===== config.mk =====
export PLATFORM = sky130hd
export DESIGN_NAME = bs_gnrtr_n_rbtr
export DESIGN_NICKNAME = d
export VERILOG_FILES = /design/src/rtl/bs_gnrtr_n_rbtr.sv
export SDC_FILE = /design/constraint.sdc
export NUM_CORES = 1
export LEC_CHECK = 0
export CELL_PAD_IN_SITES_DETAIL_PLACEMENT = 0
export CELL_PAD_IN_SITES_GLOBAL_PLACEMENT = 1
export CORE_MARGIN = 4
export CORE_UTILIZATION = 25
export DETAILED_ROUTE_END_ITERATION = 10
export PLACE_DENSITY = 0.77
export SLEW_MARGIN = 0
export SYNTH_ARGS = -nofsm -noshare
export SYNTH_HDL_FRONTEND = slang
export SYNTH_SLANG_ARGS = --single-unit

===== constraint.sdc =====
create_clock -name clk -period 2.2 [get_ports clk]
set_clock_uncertainty 0.1 [all_clocks]
set_input_delay 0.66 -clock clk [delete_from_list [all_inputs] [get_ports clk]]
set_output_delay 0.66 -clock clk [all_outputs]
set_load 0.03 [all_outputs]

===== src/rtl/bs_gnrtr_n_rbtr.sv =====
// rtl/bs_gnrtr_n_rbtr.sv - per-bus round-robin arbiter and packet forwarder; optional BCAST_INCL_SRC_EN
module bs_gnrtr_n_rbtr #(
    parameter int         bits      = 1,
    parameter int         drvrs     = 4,
    parameter int         pckg_sz   = 16,
    parameter logic [7:0] broadcast = 8'hFF
) (
    input  logic               clk,
    input  logic               reset,
    input  logic               pndng  [bits-1:0][drvrs-1:0],
    output logic               push   [bits-1:0][drvrs-1:0],
    output logic               pop    [bits-1:0][drvrs-1:0],
    input  logic [pckg_sz-1:0] D_pop  [bits-1:0][drvrs-1:0],
    output logic [pckg_sz-1:0] D_push [bits-1:0][drvrs-1:0]
);
    localparam int IW = $clog2(drvrs);

    typedef enum logic [1:0] {IDLE, POP, PUSH} state_t;

    for (genvar b = 0; b < bits; b++) begin : g_bus
        state_t             state;
        logic [IW-1:0]      ptr;
        logic [IW-1:0]      grant;
        logic [IW-1:0]      pick;
        logic [IW-1:0]      idx;
        logic               any_req;
        logic [drvrs-1:0]   req;
        logic [drvrs-1:0]   pop_r;
        logic [drvrs-1:0]   push_r;
        logic [drvrs-1:0]   push_nxt;
        logic [pckg_sz-1:0] pkt;
        logic [pckg_sz-1:0] head;
        logic [7:0]         dest;

        for (genvar i = 0; i < drvrs; i++) begin : g_dev
            assign req[i]       = pndng[b][i];
            assign pop[b][i]    = pop_r[i];
            assign push[b][i]   = push_r[i];
            assign D_push[b][i] = pkt;
        end

        // Scan offsets downward so the requester closest above ptr wins.
        always_comb begin
            any_req = 1'b0;
            pick    = '0;
            idx     = '0;
            for (int k = drvrs - 1; k >= 0; k--) begin
                idx = IW'((int'(ptr) + k) % drvrs);
                if (req[idx]) begin
                    any_req = 1'b1;
                    pick    = idx;
                end
            end
        end

        assign head = D_pop[b][grant];
        assign dest = head[pckg_sz-1 -: 8];

        always_comb begin
            push_nxt = '0;
            if (dest == broadcast) begin
                push_nxt = '1;
`ifndef BCAST_INCL_SRC_EN
                push_nxt[grant] = 1'b0;
`endif
            end else if (int'(dest) < drvrs) begin
                push_nxt[dest[IW-1:0]] = 1'b1;
            end
        end

        always_ff @(posedge clk or negedge reset) begin
            if (!reset) begin
                state  <= IDLE;
                ptr    <= '0;
                grant  <= '0;
                pop_r  <= '0;
                push_r <= '0;
                pkt    <= '0;
            end else begin
                case (state)
                    IDLE: begin
                        push_r <= '0;
                        if (any_req) begin
                            grant       <= pick;
                            pop_r       <= '0;
                            pop_r[pick] <= 1'b1;
                            state       <= POP;
                        end
                    end
                    POP: begin
                        // Head data stays valid through the pop cycle even if pndng drops.
                        pop_r  <= '0;
                        pkt    <= head;
                        push_r <= push_nxt;
                        ptr    <= (grant == IW'(drvrs - 1)) ? '0 : grant + 1'b1;
                        state  <= PUSH;
                    end
                    PUSH: begin
                        push_r <= '0;
                        state  <= IDLE;
                    end
                    default: begin
                        pop_r  <= '0;
                        push_r <= '0;
                        state  <= IDLE;
                    end
                endcase
            end
        end
    end
endmodule


# Yosys cells after proc, flatten, opt, wreduce, memory -nomap -nowiden
# Index checks and enable logic that the tools add are counted.
[totals]
regBits = 30
wordCells = 66
input_bits = 70
[classes]
eq_ne = 5
magnitude_cmp = 11
reduce_logical = 6
n_addsub = 4
bitwise = 2
mux = 32
[ops]
columns = ["cell", "count"]
rows = [
  ["16-bit binary-select mux with 2-bit select", 1],
  ["2-bit by 3-bit < comparator with 1-bit output (second input constant)", 7],
  ["16-bit 2-to-1 mux", 1],
  ["4-bit 2-to-1 mux", 4],
  ["2-bit 2-to-1 mux", 6],
  ["1-bit 2-to-1 mux", 11],
  ["1-bit binary-select mux with 2-bit select", 4],
  ["8-bit equality test (second input constant)", 1],
  ["8-bit by 3-bit < comparator with 1-bit output (second input constant)", 1],
  ["4-bit one-hot mux with 2 select lines", 1],
  ["1-bit demux with 2-bit select", 3],
  ["2-bit by 1-bit greater-or-equal comparator with 1-bit output (second input constant)", 3],
  ["2-bit by 1-bit adder with 2-bit output (second input constant)", 2],
  ["2-bit adder (second input constant)", 2],
  ["2-bit equality test (second input constant)", 2],
  ["4-bit NOT", 1],
  ["2-bit one-hot mux with 2 select lines", 1],
  ["2-bit AND reduction", 2],
  ["1-bit logical AND", 3],
  ["2-bit by 1-bit equality test with 1-bit output (second input constant)", 1],
  ["2-bit zero test", 1],
  ["2-bit != test (second input constant)", 1],
  ["1-bit NOT", 1],
]

# Longest topological paths before layout
[depth]
ltp_word = 13
depth_mapped = 6
ltp_nobuf = 5

# Worst setup path before layout
# OpenSTA, ideal clock, no wires.
[synth_timing]
path_kind = "in2reg"
from = "in D_pop[27] (netlist name)"
to = "reg g_bus[0].push_r[2], in the netlist push[2]"
setup_slack_ps = 176
t_required_ps = 1990
arrival_time_ps = 1814
stages = 4
path_buffers = 0
cell_sequence = "mux4_1 > nor4_1 > nand4b_1 > o41ai_1"
[synth_via]
elab_chain_cells = 6
elab_cells_between_ends = 7
classes_between = "1 x order compare; 1 x eq/ne; 5 x mux"
[synth_lines]
columns = ["item", "line", "source"]
rows = [
  ["start, declared", "13", "input logic [pckg_sz-1:0] D_pop [bits-1:0][drvrs-1:0],"],
  ["16-bit binary-select mux with 2-bit select *", "56", "assign head = D_pop[b][grant];"],
  ["16-bit 2-to-1 mux (implied by the code) *", "56", ""],
  ["8-bit by 3-bit < comparator with 1-bit output", "66", "end else if (int'(dest) < drvrs) begin"],
  ["4-bit 2-to-1 mux", "66", ""],
  ["4-bit 2-to-1 mux *", "61", "if (dest == broadcast) begin"],
  ["4-bit 2-to-1 mux *", "80", "case (state)"],
  ["end signal, assigned", "94", "push_r <= push_nxt;"],
  ["end, declared", "29", "logic [drvrs-1:0] push_r;"],
]
# Every way passes the cells marked *; elsewhere a longest branch is shown, timed or not. The select of a mux whose other input is x is not followed.
# A chain may end at the register's enable or synchronous reset.

# Worst setup path in the final report
[layout_timing]
from = "in D_pop[46] (netlist name)"
to = "reg g_bus[0].push_r[3], in the netlist push[3]"
# Same word-level chain as after synthesis.

==> summary.md <==
| Metric | Value |
|---|---|
| Ant diodes | `0` |
| Setup repair bufs after CTS | `0` |
| Critical path class | `in -> reg` |
| Largest delay share family, worst path | `simple AND/OR/NAND/NOR gates` |
| Fmax | `~0.46 GHz` |
| Hold_ws | `0.3989 ns` |
| Max H-tree Level | `2` |
| Starting Density | `26.19%` |
| Pre-antenna DRT Iters | `4` |
| Clock transition at path regs | `0.06 ns` |
| RePlAce Congestion | `0.7740` |
| NumNets Final | `around 390` |
| Post-synthesis cell type count | `33` |
| Sequential area share after synthesis | `36.34%` |
| Die height | `98.90 um` |
| Final Instance Area | `3603 sq um` |
| Max incr delay on CP | `0.47 ns` |
| Min-delay worst type | `reg -> reg` |
| Worst R2R Setup Slack | `0.22 ns` |
| PD cells | `between 1500 and 2000 nW/um^2` |
| First-pass GRT wire length | `10120 um` |
| CTS resizes | `1` |
| R2R depth | `5` |
| Post-synthesis cell count | `202` |
| Placed cell areas | `between 3000 and 4000 sq um` |
| CTS Sinks | `30` |
| Critical Path Sink Type | `register` |
| CTS Root Cell | `clkbuf_8` |
| Die width | `approximately 99 um` |
| Sequential power share | `between 10% and 20%` |
| Vias post-DR | `1892` |
| P_int | `between 2 and 3 mW` |
| Buf+Inv Stages, Crit Path | `1` |
| Critical Path Start Type | `input port` |
| CTS tree | `built` |
| Final WS setup | `around 0.038 ns` |
| Combinational Power Share | `slightly above 70%` |
| All-layer global routing usage | `13.01%` |
| Worst rel slew slack | `approximately 74%` |
| Synth Cell Area | `2066 sq um` |
| Syn. warnings | `0` |
| Asr flop ratio synth | `100.0%` |
| Avg Synthesized Cell Area | `~10 sq um` |
| Final WL | `6663 um` |
| Final hold viol count | `0` |
| Largest net degree at the start of global routing | `31` |
| # setup viols final | `0` |
| Switch share | `between 40% and 50%` |
| Max VDD drop | `0.5411 mV` |
| Core area | `7888 sq um` |
| Post-synth EDFFs | `0` |
| Required time of the critical path | `2.27 ns` |
| Post-synth top flop | `dfrtp_1` |
| Pre-CTS worst setup slack | `-0.2443 ns` |
| Total die area | `9781 sq um` |
| Yosys reg bits | `30` |
| Final worst path period share | `98.26%` |
| Hold path cells | `1` |
| Remaining DRCs | `0` |
| Endpoint, Worst Hold | `pop[0]` |
| Clock latency on the worst-skew pair | `0.28 ns` |
| P_leak | `approximately 1.9 nW` |
| WL/cell | `roughly 16 um` |
| Initial antenna violation count | `0` |
| Layout area overhead | `74.44%` |
| Max-slew violation count | `0` |
| Part of the power in the clock network | `around a tenth` |
| Total of max-cap violations | `0` |
| Worst-path maximum fanout | `4` |
| Slowest CP cell | `clkdlybuf4s50_1` |
| CTS max path bufs | `2` |
| R2r startpoint | `g_bus[0].grant[0]` |
| HP Start | `pop[0]` |
| Critical path, cell by cell | `clkdlybuf4s50_1 > mux4_2 > nand2_1 > or3_4 > o41ai_4` |
| Iter 0 DRT Violations | `between 50 and 60` |
| IO Pins | `roughly 140` |
| DP HPWL | `5228 um` |
| Total CTS buffers | `5` |
| Outcome | `completed` |
| Period minus WS final | `2.162 ns` |
| ANT nets after route | `0` |
| Grt ovf | `0` |
| Actual slew at the worst max-slew pin | `0.3920 ns` |
| Vias in the first global route | `just under 2k` |
| Share of layout cells above drive strength 1 | `14.56%` |
| Via/cell ratio | `4.526` |
| Mapped Nets | `about 280` |
| Cts hold-fix bufs | `0` |
| PortBufs | `141` |
| R2R Path End | `push[3]` |
| Switching Power | `2.671 mW` |
| WP data arrival | `2.23 ns` |
| Placement Rows | `32` |
[through the flow]
stage          total power [mW]  instances  TNS (ns)  utilization, %
6_report                  5.464        418         0           45.69
3_5_place_dp              5.005        410    -1.538           42.72
4_1_cts                   5.534        418         0           44.10
2_1_floorplan             3.800        202         0               -
5_1_grt                   5.783        418  -0.02145           45.69
3_3_place_gp              4.973        410    -1.316           42.72
[layout make-up]
class | instances | area (sq um)
Inverter | 5 | 18.77
Clock buffer | 8 | 110.1
Multi-Input combinational cell | 112 | 945.9
Sequential cell | 30 | 750.7
Fill cell | 745 | 4284
Timing Repair Buffer | 161 | 1650
Tap cell | 102 | 127.6
[layout by cell type, fill, tap and decap left out, drive strengths merged, types with 2 or more instances in the layout]
master	n
inv	4
clkdlybuf4s50	109
or3	2
nand4b	2
ha	4
o2bb2ai	2
dlymetal6s2s	31
nor2	4
o41ai	4
buf	20
dfrtp	30
a21o	2
a21boi	2
o31ai	2
nand2b	5
nor4	3
nand2	53
mux4	16
a22o	2
clkbuf	8
[cell usage after synthesis, types with 3 or more instances]
| cell type | n | area, sq um |
|---|---|---|
| nand2_1 | 53 | 198.9 |
| buf_4 | 48 | 360.4 |
| dfrtp_1 | 30 | 750.7 |
| mux4_2 | 12 | 270.3 |
| nand2b_1 | 5 | 31.28 |
| ha_1 | 4 | 50.05 |
| inv_1 | 4 | 15.01 |
| mux4_1 | 4 | 105.1 |
| nor2_1 | 4 | 15.01 |
| o41ai_1 | 4 | 35.03 |
| buf_2 | 3 | 15.01 |
| nor4_1 | 3 | 18.77 |
[power groups by stage]
stage               Clock [mW]  Sequential (mW)  Combinational [mW]
detailed placement           0             1.08                3.93
floorplan                    0             1.35                2.45
finish                   0.517             1.05                3.89
global route             0.555             1.11                4.12
CTS                      0.530             1.07                3.93
global placement             0             1.07                3.91
[registers in the layout (all words and copies together), names as in the netlist]
register and count:
g_bus.pkt 16, g_bus.state 2, push 4, pop 4, g_bus.ptr 2, g_bus.grant 2
[metal layers]
| metal | vias up | wire [um] | part of all wire [%] | GRT usage, % |
|---|---|---|---|---|
| met3 | 5 | 659 | 9.9 | 4.317 |
| li1 | 882 | - | - | - |
| met5 | - | 0 | 0 | 0 |
| met2 | 103 | 3390 | 51 | 22.78 |
| met4 | 0 | 41 | 0.62 | 2.836 |
| met1 | 902 | 2571 | 39 | 15.47 |
[cell families after synthesis]
family,Yosys count,share of synthesized area [%]
simple gates,73,15.63
buf+inv,60,20.17
mux,17,18.66
compound gates,18,6.783
fa+ha+maj,4,2.423
flops,30,36.34
[how the worst max path moves through the flow]
stage	depth (start not counted)	startpoint	to
after floorplan	4	D_pop[27]	push[2]
after global placement	5	D_pop[46]	push[3]
after detailed placement	5	D_pop[29]	push[3]
after CTS	1	g_bus[0].pkt[0]	D_push[16]
after global routing	1	g_bus[0].pkt[5]	D_push[37]
final	5	D_pop[46]	push[3]
Note: power is estimated with default switching activity, not from simulation.
